[config.mk]
export PLATFORM = sky130hd
export DESIGN_NAME = game_ctrl_flat
export DESIGN_NICKNAME = d
export VERILOG_FILES = /design/src/rtl/game_pkg.sv /design/src/rtl/game_ctrl_if.sv /design/src/rtl/game_ctrl_board_swap.sv /design/src/rtl/game_ctrl.sv /design/src/flat_wrapper.sv
export SDC_FILE = /design/constraint.sdc
export NUM_CORES = 1
export LEC_CHECK = 0
export BUFFER_PORTS_ARGS = -buffer_cell sky130_fd_sc_hd__buf_2
export CAP_MARGIN = 20
export CORE_MARGIN = 3
export CORE_UTILIZATION = 35
export CTS_BUF_LIST = sky130_fd_sc_hd__clkbuf_4 sky130_fd_sc_hd__clkbuf_8 sky130_fd_sc_hd__clkbuf_16
export DETAILED_ROUTE_END_ITERATION = 10
export GPL_ROUTABILITY_DRIVEN = 0
export SLEW_MARGIN = 20
export SYNTH_ARGS = -nofsm -noshare
export SYNTH_HDL_FRONTEND = slang
export SYNTH_SLANG_ARGS = --single-unit
[constraint.sdc]
create_clock -name clk_d -period 2.5 [get_ports clk_d]
set_input_delay 0.375 -clock clk_d [delete_from_list [all_inputs] [get_ports clk_d]]
set_output_delay 0.375 -clock clk_d [all_outputs]
set_load 0.01 [all_outputs]
[src/rtl/game_pkg.sv]
// Shared game constants: status codes, tile/board widths, solved board.
// Used by the game sequencer, board selector and display logic.
package game_pkg;

  localparam int TILE_W  = 3;
  localparam int N_TILES = 4;
  localparam int BOARD_W = TILE_W * N_TILES;

  localparam logic [1:0] CHOSE_BOARD  = 2'b00;
  localparam logic [1:0] GAMING       = 2'b01;
  localparam logic [1:0] GAME_INITIAL = 2'b10;
  localparam logic [1:0] WINNED       = 2'b11;

  localparam logic [BOARD_W-1:0] SOLVED =
    12'b000_001_010_011;

  typedef enum logic [1:0] {
    S_CHOSE = CHOSE_BOARD,
    S_PLAY  = GAMING,
    S_INIT  = GAME_INITIAL,
    S_WIN   = WINNED
  } state_e;

endpackage

[src/rtl/game_ctrl_if.sv]
// Player/selector bundle of the game sequencer.
// master: player + selector side; slave: game_ctrl.
interface game_ctrl_if
  import game_pkg::*;
#(
  parameter int CNT_W = 8
);
  logic               confirm;
  logic               random_sel;
  logic [BOARD_W-1:0] board_in;
  logic               move_valid;
  logic [1:0]         move_pos;
  logic               restart;
  logic [1:0]         game_status;
  logic               set_o;
  logic               random_o;
  logic [BOARD_W-1:0] work_board;
  logic [CNT_W-1:0]   move_cnt;
  logic               lost_o;

  modport master (
    output confirm, random_sel, board_in,
    output move_valid, move_pos, restart,
    input  game_status, set_o, random_o,
    input  work_board, move_cnt, lost_o
  );

  modport slave (
    input  confirm, random_sel, board_in,
    input  move_valid, move_pos, restart,
    output game_status, set_o, random_o,
    output work_board, move_cnt, lost_o
  );

endinterface

[src/rtl/game_ctrl_board_swap.sv]
// Swaps tile[pos] with tile[pos+1]; tile0 sits in the MSBs.
// Ports: board/pos in; swapped board and legal (pos<=2) out.
module board_swap
  import game_pkg::*;
(
  input  logic [BOARD_W-1:0] board,
  input  logic [1:0]         pos,
  output logic [BOARD_W-1:0] swapped,
  output logic               legal
);

  logic [TILE_W-1:0] t0, t1, t2, t3;

  assign {t0, t1, t2, t3} = board;
  assign legal = (pos != 2'd3);

  always_comb begin
    swapped = board;
    unique case (pos)
      2'd0:    swapped = {t1, t0, t2, t3};
      2'd1:    swapped = {t0, t2, t1, t3};
      2'd2:    swapped = {t0, t1, t3, t2};
      default: swapped = board;
    endcase
  end

endmodule

[src/rtl/game_ctrl.sv]
// 4-tile puzzle sequencer: board load, swap moves, win detection.
// Ports: clk_d, rst (async high), bus (game_ctrl_if.slave).
// Optional GAME_MOVE_LIMIT_EN: MAX_MOVES limit with lost_o pulse.
module game_ctrl
  import game_pkg::*;
#(
  parameter int CNT_W = 8
`ifdef GAME_MOVE_LIMIT_EN
  , parameter int MAX_MOVES = 20
`endif
) (
  input  logic       clk_d,
  input  logic       rst,
  game_ctrl_if.slave bus
);

  state_e             state_q, state_d;
  logic [BOARD_W-1:0] work_q, work_d;
  logic [BOARD_W-1:0] orig_q, orig_d;
  logic [CNT_W-1:0]   cnt_q, cnt_d;
  logic               lost_q, lost_d;
  // GAME_INITIAL entered from GAMING reloads
  // the stored original board.
  logic               reload_q, reload_d;

  logic [BOARD_W-1:0] swap_board;
  logic               swap_legal;
  logic [CNT_W-1:0]   cnt_inc;
  logic [BOARD_W-1:0] load_board;

  board_swap u_swap (
    .board   (work_q),
    .pos     (bus.move_pos),
    .swapped (swap_board),
    .legal   (swap_legal)
  );

  assign cnt_inc = (cnt_q == '1) ? cnt_q
                 : cnt_q + 1'b1;
  assign load_board = reload_q ? orig_q
                    : bus.board_in;

  always_comb begin
    state_d  = state_q;
    work_d   = work_q;
    orig_d   = orig_q;
    cnt_d    = cnt_q;
    lost_d   = 1'b0;
    reload_d = 1'b0;
    unique case (state_q)
      S_CHOSE: begin
        if (bus.confirm) state_d = S_INIT;
      end
      S_INIT: begin
        work_d  = load_board;
        orig_d  = load_board;
        cnt_d   = '0;
        state_d = (load_board == SOLVED)
                ? S_WIN : S_PLAY;
      end
      S_PLAY: begin
        if (bus.restart) begin
          state_d  = S_INIT;
          reload_d = 1'b1;
        end else if (bus.move_valid && swap_legal) begin
          work_d = swap_board;
          cnt_d  = cnt_inc;
          if (swap_board == SOLVED) begin
            state_d = S_WIN;
          end
`ifdef GAME_MOVE_LIMIT_EN
          else if (cnt_inc == CNT_W'(MAX_MOVES)) begin
            state_d  = S_INIT;
            reload_d = 1'b1;
            lost_d   = 1'b1;
          end
`endif
        end
      end
      S_WIN: begin
        if (bus.confirm) state_d = S_CHOSE;
      end
      default: state_d = S_CHOSE;
    endcase
  end

  always_ff @(posedge clk_d or posedge rst) begin
    if (rst) begin
      state_q  <= S_CHOSE;
      work_q   <= SOLVED;
      orig_q   <= SOLVED;
      cnt_q    <= '0;
      lost_q   <= 1'b0;
      reload_q <= 1'b0;
    end else begin
      state_q  <= state_d;
      work_q   <= work_d;
      orig_q   <= orig_d;
      cnt_q    <= cnt_d;
      lost_q   <= lost_d;
      reload_q <= reload_d;
    end
  end

  assign bus.game_status = state_q;
  assign bus.work_board  = work_q;
  assign bus.move_cnt    = cnt_q;
  assign bus.lost_o      = lost_q;
  assign bus.set_o       = (state_q == S_CHOSE)
                         & bus.confirm;
  assign bus.random_o    = bus.random_sel;

endmodule

[src/flat_wrapper.sv]
// flat-port wrapper written by rule: the top's interface ports become plain ports
module game_ctrl_flat import game_pkg::*;
#(
  parameter int CNT_W = 8

)
  (clk_d, rst, bus_confirm, bus_random_sel, bus_board_in, bus_move_valid, bus_move_pos, bus_restart, bus_game_status, bus_set_o, bus_random_o, bus_work_board, bus_move_cnt, bus_lost_o);
  game_ctrl_if #(.CNT_W(CNT_W)) bus_i ();
  input  logic clk_d;
  input  logic rst;
  input wire logic [$bits(bus_i.confirm)-1:0] bus_confirm;
  input wire logic [$bits(bus_i.random_sel)-1:0] bus_random_sel;
  input wire logic [$bits(bus_i.board_in)-1:0] bus_board_in;
  input wire logic [$bits(bus_i.move_valid)-1:0] bus_move_valid;
  input wire logic [$bits(bus_i.move_pos)-1:0] bus_move_pos;
  input wire logic [$bits(bus_i.restart)-1:0] bus_restart;
  output wire logic [$bits(bus_i.game_status)-1:0] bus_game_status;
  output wire logic [$bits(bus_i.set_o)-1:0] bus_set_o;
  output wire logic [$bits(bus_i.random_o)-1:0] bus_random_o;
  output wire logic [$bits(bus_i.work_board)-1:0] bus_work_board;
  output wire logic [$bits(bus_i.move_cnt)-1:0] bus_move_cnt;
  output wire logic [$bits(bus_i.lost_o)-1:0] bus_lost_o;
  assign bus_i.confirm = bus_confirm;
  assign bus_i.random_sel = bus_random_sel;
  assign bus_i.board_in = bus_board_in;
  assign bus_i.move_valid = bus_move_valid;
  assign bus_i.move_pos = bus_move_pos;
  assign bus_i.restart = bus_restart;
  assign bus_game_status = bus_i.game_status;
  assign bus_set_o = bus_i.set_o;
  assign bus_random_o = bus_i.random_o;
  assign bus_work_board = bus_i.work_board;
  assign bus_move_cnt = bus_i.move_cnt;
  assign bus_lost_o = bus_i.lost_o;
  game_ctrl #(.CNT_W(CNT_W)) u_core (.clk_d(clk_d), .rst(rst), .bus(bus_i));
endmodule
### Word level (Yosys, flattened, before mapping)

Cells that the tools add are included.

| word-level totals | value |
|---|---|
| output and inout bits | 25 |
| logic and storage cells | 48 |
| bits in registers | 35 |

| operators by class | value |
|---|---|
| mux-type cells | 18 |
| add/subtract/negate cells | 1 |
| bitwise gates (word level) | 1 |
| equal/unequal tests | 16 |
| reductions and logical operators | 7 |

Operators with widths:

| cell | number |
|---|---|
| $mux 12 | 3 |
| $pmux 12 s3 | 1 |
| $eq 12x7->1 const B | 2 |
| $mux 8 | 3 |
| $pmux 12 s2 | 1 |
| $pmux 8 s2 | 1 |
| $mux 2 | 6 |
| $ne 2x2->1 const B | 5 |
| $add 8x1->8 const B | 1 |
| $eq 8x8->1 const B | 1 |
| $pmux 2 s4 | 1 |
| $reduce_and 4->1 | 2 |
| $eq 2x2->1 const B | 3 |
| $ne 3x2->1 const B | 2 |
| $eq 2x1->1 const B | 2 |
| $logic_not 2->1 | 2 |
| $reduce_and 3->1 | 1 |
| $mux 1 | 2 |
| $ne 2x1->1 const B | 1 |
| $reduce_bool 2->1 | 1 |
| $and 1x1->1 | 1 |
| $logic_and 1x1->1 | 1 |

### Depth between registers and ports, before layout

Gate-level depths: netlist (run 1).

| logic depth | value |
|---|---|
| depth in word-level cells | 7 |
| depth in mapped cells | 7 |
| depth with buffers taken out | 6 |

### Hierarchy

From an unflattened synthesis (run 1), not the netlist that was laid out.

| second synthesis, totals | value |
|---|---|
| cells, all modules | 232 |
| area, all modules | 2102.0 um^2 |

Modules (own cells, without submodules):

| module | cells an instance | times used | area each (um^2) | seq. area each (um^2) |
|---|---|---|---|---|
| game_ctrl | 203 | 1 | 1841.8 | 885.8 |
| board_swap | 29 | 1 | 260.2 | 0.0 |

### Worst setup path before layout (run 1)

No wires, ideal clock.

| path | value |
|---|---|
| kind | reg-to-reg |
| start point | reg u_core.state_q[1], in the netlist u_core.bus.game_status[1] |
| end point | reg u_core.cnt_q[7], in the netlist u_core.bus.move_cnt[7] |
| cell stages (with the launch flop) | 7 |
| setup slack | 0.824 ns |
| data required time | 2.368 ns |
| library setup time | 0.132 ns |
| data arrival time | 1.544 ns |
| cell sequence | dfrtp_1 nor3b_4 a31oi_2 buf_6 nor4_1 xnor2_1 nor2_1 |

| on the way | value |
|---|---|
| longest elaborated chain between the ends | 3 |

Ends and longest elaborated chain:

| what | line | RTL |
|---|---|---|
| start: declaration | game_ctrl.sv:17 | `state_e state_q, state_d;` |
| start signal: assignment | game_ctrl.sv:96 | `state_q <= state_d;` |
| $eq 2x1->1 or $eq 2x2->1 (tied branches) | game_ctrl.sv:50 | `unique case (state_q)` |
| $ne 2x2->1 (no source line) (tied with other cells) | - |  |
| $reduce_and 4->1 (no source line) | - |  |
| end signal: assignment | game_ctrl.sv:99 | `cnt_q <= cnt_d;` |
| end: declaration | game_ctrl.sv:20 | `logic [CNT_W-1:0] cnt_q, cnt_d;` |

Parallel ways exist; a longest one is shown, timed or not.
A chain may end at the register's enable or synchronous reset.

### Worst setup path in the final report (run 1)

| path | value |
|---|---|
| start point | reg u_core.state_q[1], in the netlist u_core.bus.game_status[1] |
| end point | reg u_core.cnt_q[2], in the netlist u_core.bus.move_cnt[2] |

Same word-level chain as after synthesis.

==> impl_metrics.ini, run 1 <==
[cells_and_area]
multiInputGateArea_mm2 = 0.00111
num-nets-final = 288
design_area_mm2 = 0.00242
ff_latch_area_um2 = 886
final_common_cell = buf_2
fin_util_pct = 43.1
diodes = 0
most-common-layout-cells = buf_2, nand2_1, dfrtp_1
num-fill-cells = 588
final_cells = 340
syn_to_final_growth_pct = 16.9
drive_gt1_share_pct = 28.7

[timing]
fin_crit_sh_pct = 76.7
hold_violations = 0
fin_worst_skew_ns = 0.0144
setup_slack_ns = 0.582
finalMaxSlewViolations = 0
fmax_ghz = 0.521
grt_setup_unrepaired = no
finalSetupTns_ns = 0
period_needed_ns = 1.92
max_slew.worst_pin.slew_ns = 0.653
maxSlewHeadroom_pct = 56.5
setup_viol = 0

[critical_path]
max_stage_delay_ns = 0.55
endpoint_kind = flip-flop
endpoint = u_core.bus.move_cnt[2]
rrSetupSlack_ns = 0.58
cp_slowest_cell = nor4_4
startpoint = u_core.bus.game_status[1]
r2r.worst_path.cells = 5
critPathMaxFanout = 12
criticalPathCategory = flip-flop to flip-flop
startpoint_type = flip-flop
cp.arrival_ns = 2.09
cp.required_ns = 2.67
rr_endpoint = u_core.bus.move_cnt[2]
r2r-start = u_core.bus.game_status[1]
crit_chain = or2b_1, nor4_4, nor3b_1, xnor2_1, nor2_1

[floorplanning]
rows = 27
die_h_um = 82.9
coreArea_mm2 = 0.00561
start_util_pct = 36.9
die-area_mm2 = 0.00687
die_x_um = 82.9
ios = 45

[power_and_ir_drop]
sequentialPowerShare_pct = 41.3
combPwrFrac_pct = 42.8
leakagePower_nw = 1.08
netSwitchingPower_w = 0.00116
vdd.ir_drop.worst_mv = 0.447
p_int_w = 0.00158
swShare_pct = 42.3
powerDensity_mw_per_mm2 = 1130
p_clk_share_pct = 16.0

[detailed_routing]
via_per_inst = 5.24
first_iter_violations = 145
postRouteAntennaNets = 0
avgRoutedWirePerCell_um = 15.1
first_pass_iters = 4
via_count = 1781
drt-total-wl_um = 5130
drc = 0

[logic_synthesis]
yosysSeqAreaShare_pct = 42.8
synth_top_cell_by_area = dfrtp_1
synth_cell_type_count = 45
syn_nets = 249
synth_edf_count = 0
yosys_warnings = 0
synth_top_area_share_pct = 32.6
synth.area.top_cells = dfrtp_1, dfstp_2, nand2_1
ys.flop_type = dfrtp_1
synth_cells = 228
ys_ff_latch = 35
async_flop_share_pct = 100
syn_area_mm2 = 0.00207
synth_area_per_cell_um2 = 9.08

[global_route]
antenna_found_initial = 0
gr-total-overflow = 0
grt_max_degree = 36
grt_pass1_wl_um = 8540
grt_use_total_pct = 15.2
grt_pass1_vias = 1675

[clocking]
htree_levels = 2
clk_latency_ns = 0.29
postCtsHoldBufs = 0
clk_pin_slew_ns = 0.08
cts_tree = built
clock_path_buffers = 2
cts_buffers = 5
cts_resized = 0
postCtsSetupBuffers = 0
cts-root-buf = clkbuf_8
cts_sinks = 35

[placed_design]
dp_slack_ns = 0.586
place_inst = 332
io_buffers = 41
dp_hpwl_um = 3830
dpl-instance-area_mm2 = 0.00232

[flow_run]
cap_violations = 0

[run_status]
status = completed

[hold_path]
hold_path_class = input pin to async pin
==> area by class of cell <==
cell class	count	area share, %
Multi-Input combinational cell	178	45.8
Sequential cell	35	36.6
Timing Repair Buffer	44	9.42
Clock buffer	7	3.72
Tap cell	72	3.72
Inverter	3	0.466
Clock inverter	1	0.207
==> sequential cells by signal, summed over array words and instances (netlist names) <==
signal,flops
u_core.bus.work_board,12
u_core.bus.move_cnt,8
u_core.orig_q,12
u_core.reload_q,1
u_core.bus.game_status,2
==> metal layers <==
layer  part of all wire (%)  global-route usage [%]  wire, µm  vias up
met5                      0                       0         0        -
met4                    1.6                    5.35        84        0
met3                    6.8                    4.17       350        9
met2                     42                    21.2      2160       64
met1                     49                    22.4      2530      825
li1                       -                       -         -      883
==> Yosys cell counts, types with 2 or more instances <==
cell type  count
nand2_1       37
dfrtp_1       27
nor2_1        21
o21ai_0       20
a21oi_1       15
mux2_2        10
dfstp_2        8
mux2i_1        8
o22ai_1        7
xnor2_1        7
clkbuf_1       6
nand2b_1       6
nand3_1        6
nor4b_1        4
a211oi_1       3
buf_2          3
inv_1          3
nor3b_1        3
or2_2          3
a21o_1         2
and3b_1        2
buf_4          2
nor2b_1        2
nor4_1         2
==> cell families (layout without fill, tap and decap cells) <==
logic type | Yosys count | count (layout) | share of synthesized area, %
xor gates and xnor gates | 7 | 7 | 2.96
muxes | 18 | 18 | 9.31
AOI/OAI and AO/OA | 54 | 54 | 15.6
other | 1 | 1 | 0.181
adders and majority gates | 1 | 1 | 0.604
and+or+nand+nor | 97 | 97 | 24.9
DFF | 35 | 35 | 42.8
buffers and inverters | 15 | 55 | 3.63
==> worst max-delay path: cells and delay by family, from the launching register on <==
kind	cells	cell delay, ns
xor+xnor	1	0.18
flops	1	0.49
simple gates	4	1.14
==> power groups by stage <==
stage               registers (W)  logic, W  clock network (W)
global placement          0.00113   0.00116                  0
CTS                       0.00113   0.00118           0.000447
global route              0.00118   0.00131           0.000465
detailed placement        0.00114   0.00117                  0
finish                    0.00113   0.00117           0.000437
floorplan                 0.00110  0.000810                  0
==> worst min path at each step <==
stage                                start                     end  slack, ns
after floorplan           u_core.orig_q[0]        u_core.orig_q[0]       0.44
after global placement    u_core.orig_q[0]        u_core.orig_q[0]       0.45
final                                  rst  u_core.bus.move_cnt[4]       0.17
after CTS                              rst        u_core.orig_q[2]       0.19
after detailed placement  u_core.orig_q[0]        u_core.orig_q[0]       0.45
after global routing                   rst       u_core.orig_q[11]       0.22
==> through the flow <==
step | power, W | hold WS, ns
global placement | 0.00229 | 0.445
floorplan | 0.00191 | 0.437
global route | 0.00295 | 0.216
detailed placement | 0.00231 | 0.454
CTS | 0.00275 | 0.189
finish | 0.00274 | 0.166
No activity file was read; power rests on OpenSTA's default activity.
==> run 2: changes to the inputs <==
--- a/config.mk
+++ b/config.mk
@@ -5,6 +5,7 @@
 export SDC_FILE = /design/constraint.sdc
 export NUM_CORES = 1
 export LEC_CHECK = 0
+export ABC_AREA = 1
 export BUFFER_PORTS_ARGS = -buffer_cell sky130_fd_sc_hd__buf_2
 export CAP_MARGIN = 20
 export CORE_MARGIN = 3
==> constraint.sdc (replaced) <==
create_clock -name clk_d -period 1.7 [get_ports clk_d]
set_input_delay 0.255 -clock clk_d [delete_from_list [all_inputs] [get_ports clk_d]]
set_output_delay 0.255 -clock clk_d [all_outputs]
set_load 0.01 [all_outputs]
==> run 2 against run 1 <==
Synthesized cell count rose by 29%; clock skew down 0.0092 ns; register-to-register slack got worse by 0.43 ns; cell area rose by 5.5%; utilization up 1.8 points; largest power group unchanged.
==> impl_metrics.ini, run 2 <==
[run_status]
status = completed

[critical_path]
critPathMaxFanout = 7
cp_num_cells = 8
rrSetupSlack_ns = 0.15
endpoint = u_core.bus.move_cnt[2]
cp.arrival_ns = 1.71
crit_chain = ha_1, nand2_1, inv_1, nand2_1, o21ai_4, inv_2, a21oi_1, nor2_1
crit_family = flip-flops
startpoint_type = flip-flop
cp_slowest_cell = dfrtp_1
endpoint_kind = flip-flop
cpMostUsedCell = nand2_1
cp.required_ns = 1.87
r2r-start = u_core.bus.move_cnt[1]
rr_endpoint = u_core.bus.move_cnt[2]
r2r.worst_path.cells = 8
max_stage_delay_ns = 0.40
criticalPathCategory = flip-flop to flip-flop
worst-path-buf-inv = 2
startpoint = u_core.bus.move_cnt[1]

[global_route]
grt_pass1_wl_um = 9140
grt_max_degree = 36
antenna_found_initial = 0
grt_use_total_pct = 15.9
gr-total-overflow = 0
grt_pass1_vias = 1887

[power_and_ir_drop]
swShare_pct = 42.2
netSwitchingPower_w = 0.00183
leakagePower_nw = 1.27
p_int_w = 0.00251
combPwrFrac_pct = 47.4
sequentialPowerShare_pct = 34.8
p_clk_share_pct = 17.8
vdd.ir_drop.worst_mv = 0.538
powerDensity_mw_per_mm2 = 1700

[logic_synthesis]
synth_cells = 295
synth_edf_count = 0
syn_nets = 316
synth_common_cells = nand2_1, nor2_1, dfrtp_1
synth-adder-area-share_pct = 0.593
yosys_warnings = 0
synth_top_cell_by_area = dfrtp_1
synth_cell_type_count = 33
ys.flop_type = dfrtp_1
ys_ff_latch = 35
synth_top_area_share_pct = 32.0
muxShareOfSynthArea_pct = 0
yosysMostFrequentCell = nand2_1
async_flop_share_pct = 100
synth_xor_area_share_pct = 0.830
syn_area_mm2 = 0.00211
synth_area_per_cell_um2 = 7.15
yosysSeqAreaShare_pct = 42.0
synthSimpleGateAreaFrac_pct = 29.8
synth_top_family_by_area = simple AND/OR/NAND/NOR gates
synth_compound_area_share_pct = 17.5
synth.area.top_cells = dfrtp_1, nand2_1, dfstp_2

[floorplanning]
die-area_mm2 = 0.00699
coreArea_mm2 = 0.00568
die_x_um = 83.6
die_h_um = 83.6
rows = 27
ios = 45
start_util_pct = 37.2

[flow_run]
cap_violations = 0

[timing]
fmax_ghz = 0.647
finalSetupTns_ns = 0
setup_viol = 0
period_needed_ns = 1.55
hold_violations = 0
fin_crit_sh_pct = 91.0
fin_worst_skew_ns = 0.00522
grt_setup_unrepaired = no
finalMaxSlewViolations = 0

[cells_and_area]
diodes = 0
fin_util_pct = 45.0
syn_to_final_growth_pct = 20.9
drive_gt1_share_pct = 27.0
num-fill-cells = 582
most-common-layout-cells = nand2_1, buf_2, nor2_1
final_common_cell = nand2_1
num-nets-final = 364

[clocking]
htree_levels = 2
clock_path_buffers = 2
cts_sinks = 35
cts_buffers = 5
cts-root-buf = clkbuf_8
cts_tree = built
clk_latency_ns = 0.28
clk_pin_slew_ns = 0.07

[detailed_routing]
drt-total-wl_um = 5300
avgRoutedWirePerCell_um = 12.7
via_count = 2024
via_per_inst = 4.87
first_iter_violations = 149
postRouteAntennaNets = 0
drc = 0
first_pass_iters = 4

[placed_design]
dp_hpwl_um = 4010
io_buffers = 41

[hold_path]
hold_path_class = input pin to async pin
run 2: cell types whose count changed in the layout (fill, tap and decap cells not counted), moves of 8 or more:
| cell | previous run | this run |
|---|---|---|
| mux2i_1 | 8 | 0 |
| buf_4 | 3 | 12 |
| inv_1 | 3 | 26 |
| mux2_2 | 10 | 0 |
| nand3_1 | 6 | 19 |
| o21ai_1 | 0 | 13 |
| nand2_1 | 37 | 76 |
| inv_2 | 0 | 9 |
run 2: what timing repair did:
action                                  in CTS  in global routing
setup buffers                                0                  4
gates resized for setup                      0                  0
endpoints found under the setup margin       0                  1
hold buffers                                 0                  0
run 2: cell type report:
| class | count | area, µm² | area share, % |
|---|---|---|---|
| clock buffer | 6 | 82.6 | 3.24 |
| clock inverter | 2 | 35.0 | 1.37 |
| inverter | 35 | 131 | 5.15 |
| multi-input combinational | 213 | 1030 | 40.4 |
| sequential | 35 | 886 | 34.7 |
| tap | 72 | 90.1 | 3.53 |
| timing repair buffer | 53 | 295 | 11.6 |
run 2: layer usage:
metal	GRT usage [%]	vias up	wire, µm
li1	-	1052	-
met1	22.7	920	2630
met2	23.8	50	2350
met3	3.46	2	280
met4	5.41	0	38
met5	0	-	0
run 2: worst register-to-register path: stages (launching register included):
cell     delay (ns)
dfrtp_1        0.40
ha_1           0.22
nand2_1        0.10
inv_1          0.06
nand2_1        0.09
o21ai_4        0.25
inv_2          0.12
a21oi_1        0.14
nor2_1         0.05
run 2: how the worst min path moves through the flow:
| stage | start | slack, ns | cells after the start | end |
|---|---|---|---|---|
| floorplan | bus_restart | 0.36 | 2 | u_core.reload_q |
| global placement | rst | 0.39 | 3 | u_core.bus.move_cnt[0] |
| detailed placement | rst | 0.39 | 3 | u_core.bus.move_cnt[0] |
| CTS | rst | 0.08 | 3 | u_core.bus.move_cnt[0] |
| global route | rst | 0.10 | 3 | u_core.bus.move_cnt[0] |
| finish | rst | 0.07 | 3 | u_core.bus.move_cnt[1] |
run 2: logic make-up (layout without fill, tap and decap cells):
family,Yosys count,after routing
fa+ha+maj,1,1
other cells,1,1
simple gates,144,144
flops,35,35
buf+inv,47,96
compound gates,65,65
xor+xnor,2,2
run 2: power by group through the flow:
stage               combinational (W)  sequential (W)  clock, W
floorplan                     0.00131         0.00156         0
global placement              0.00197         0.00151         0
detailed placement            0.00199         0.00152         0
CTS                           0.00199         0.00151  0.000805
global route                  0.00234         0.00156  0.000853
finish                        0.00206         0.00151  0.000773
run 2: stage by stage:
stage / std cells / instance area (µm²) / hold slack (ns) / setup WS [ns] / total power, W
CTS: 412 / 2520 / 0.0845 / 0.140 / 0.00431
detailed placement: 404 / 2400 / 0.392 / 0.170 / 0.00351
global placement: 404 / 2400 / 0.393 / 0.197 / 0.00348
floorplan: 295 / 2110 / 0.361 / 0.277 / 0.00287
global route: 416 / 2550 / 0.104 / 0.00379 / 0.00475
finish: 416 / 2550 / 0.0735 / 0.154 / 0.00434
==> run 3: changes to the inputs <==
--- a/config.mk
+++ b/config.mk
@@ -8,7 +8,6 @@
 export ABC_AREA = 1
 export BUFFER_PORTS_ARGS = -buffer_cell sky130_fd_sc_hd__buf_2
 export CAP_MARGIN = 20
-export CORE_MARGIN = 3
 export CORE_UTILIZATION = 35
 export CTS_BUF_LIST = sky130_fd_sc_hd__clkbuf_4 sky130_fd_sc_hd__clkbuf_8 sky130_fd_sc_hd__clkbuf_16
 export DETAILED_ROUTE_END_ITERATION = 10
==> run 3 against run 2 <==
Global-route usage is 1.8 points higher; critical endpoint unchanged; critical path type unchanged; largest cell class unchanged; combinational power hardly changed; first-iteration DRC count is 36% lower.
==> impl_metrics.ini, run 3 (synthesis results as in run 2) <==
[placed_design]
dp_hpwl_um = 3920
io_buffers = 41
dpl-instance-area_mm2 = 0.00240
dp_slack_ns = 0.127

[cells_and_area]
syn_to_final_growth_pct = 20.3
design_area_mm2 = 0.00254
drive_gt1_share_pct = 27.7
num-nets-final = 366
diodes = 0
most-common-layout-cells = nand2_1, buf_2, nor2_1
final_common_cell = nand2_1

[detailed_routing]
postRouteAntennaNets = 0
met3_length_um = 223
m1WireLength_um = 2700
routed.top_layer = met4
first_iter_violations = 96
wl_met2_um = 2300
first_pass_iters = 4
via_count = 2018
drt-total-wl_um = 5270
drc = 0
avgRoutedWirePerCell_um = 12.6
via_per_inst = 4.83

[critical_path]
startpoint = u_core.bus.move_cnt[1]
cpMostUsedCell = nand2_1
rrSetupSlack_ns = 0.16
rr_endpoint = u_core.bus.move_cnt[2]
crit_chain = ha_1, nand2_1, inv_1, nand2_1, o21ai_4, inv_2, a21oi_1, nor2_1
r2r.worst_path.cells = 8
endpoint_kind = flip-flop
startpoint_type = flip-flop
cp.required_ns = 1.87
cp_slowest_cell = dfrtp_1
r2r-start = u_core.bus.move_cnt[1]
criticalPathCategory = flip-flop to flip-flop
endpoint = u_core.bus.move_cnt[2]
critPathMaxFanout = 7
cp.arrival_ns = 1.72
max_stage_delay_ns = 0.40

[global_route]
grt_max_degree = 36
grt_use_total_pct = 17.7
antenna_found_initial = 0
gr-total-overflow = 0
grt_pass1_vias = 1786
grt_pass1_wl_um = 8580

[timing]
hold_violations = 0
fin_crit_sh_pct = 90.8
finalMaxSlewViolations = 0
finalSetupTns_ns = 0
setup_slack_ns = 0.156
grt_setup_unrepaired = no
setup_viol = 0
period_needed_ns = 1.54
fin_worst_skew_ns = 0.00507
fmax_ghz = 0.648

[floorplanning]
die_x_um = 79.6
start_util_pct = 37.4
die_h_um = 79.6
rows = 27
ios = 45
die-area_mm2 = 0.00634
coreArea_mm2 = 0.00564

[power_and_ir_drop]
sequentialPowerShare_pct = 36.4
netSwitchingPower_w = 0.00186
vdd.ir_drop.worst_mv = 0.572
powerDensity_mw_per_mm2 = 1660
p_clk_share_pct = 13.9
swShare_pct = 44.2
combPwrFrac_pct = 49.8
p_int_w = 0.00235
leakagePower_nw = 1.27

[clocking]
clk_latency_ns = 0.28
cts_sinks = 35
cts_tree = built
clock_path_buffers = 2
htree_levels = 2
cts_buffers = 5
cts-root-buf = clkbuf_8
clk_pin_slew_ns = 0.07

[flow_run]
cap_violations = 0

[hold_path]
hold_path_class = input pin to async pin

[run_status]
status = completed
run 3: changes by cell type in the layout (fill, tap and decap cells not counted):
cell | before | now
clkbuf_8 | 6 | 5
bufinv_16 | 1 | 0
dfrtp_2 | 0 | 1
clkinv_2 | 1 | 3
nor2_2 | 3 | 2
buf_4 | 12 | 14
dfrtp_1 | 27 | 26
nor2_4 | 2 | 3
run 3: worst max-delay path, delay by kind of cell, from the launching register on:
kind            cells  cell delay, ns
buf+inv             2            0.18
simple gates        3            0.23
fa+ha+maj           1            0.22
flops               1            0.40
compound gates      2            0.39
run 3: per-stage QoR:
step                power (W)  util, %  hold WS [ns]  cells
floorplan             0.00287        -         0.361    295
global placement      0.00348     42.6         0.394    404
detailed placement    0.00352     42.6         0.391    404
CTS                   0.00411     44.1        0.0821    412
global route          0.00457     45.0         0.113    418
finish                0.00421     45.0        0.0653    418
run 3: power by group through the flow:
stage	clock [W]	sequential, W	combinational [W]
after floorplan	0	0.00156	0.00131
after global placement	0	0.00152	0.00196
after detailed placement	0	0.00154	0.00198
after CTS	0.000607	0.00152	0.00198
after global routing	0.000645	0.00157	0.00236
final	0.000585	0.00153	0.00209
run 3: how the worst min path moves through the flow:
stage	startpoint	to	slack (ns)	depth (start not counted)
6_report	rst	u_core.bus.move_cnt[1]	0.07	3
5_1_grt	rst	u_core.orig_q[2]	0.11	3
4_1_cts	rst	u_core.bus.move_cnt[0]	0.08	3
3_5_place_dp	rst	u_core.bus.move_cnt[0]	0.39	3
3_3_place_gp	rst	u_core.bus.move_cnt[1]	0.39	3
2_1_floorplan	bus_restart	u_core.reload_q	0.36	2
run 3: final cells by class:
| cell class | instances | area (µm²) |
|---|---|---|
| Fill cell | 595 | 3100 |
| Multi-Input combinational cell | 213 | 1040 |
| Sequential cell | 35 | 887 |
| Timing Repair Buffer | 55 | 310 |
| Inverter | 35 | 131 |
| Tap cell | 72 | 90.1 |
| Clock buffer | 5 | 68.8 |
| Clock inverter | 3 | 15.0 |
run 3: routing by layer:
metal | vias up | global-route usage, %
met4 | 0 | 5.64
met3 | 2 | 3.09
met2 | 58 | 25.7
li1 | 1046 | -
met1 | 912 | 26.4
met5 | - | 0
run 3: what timing repair did:
| item | CTS | global route |
|---|---|---|
| buffers inserted | 0 | 6 |
| endpoints found under the hold margin | 0 | 0 |
| resized for setup | 0 | 2 |
| hold buffers | 0 | 0 |
| endpoints found under the setup margin | 0 | 6 |
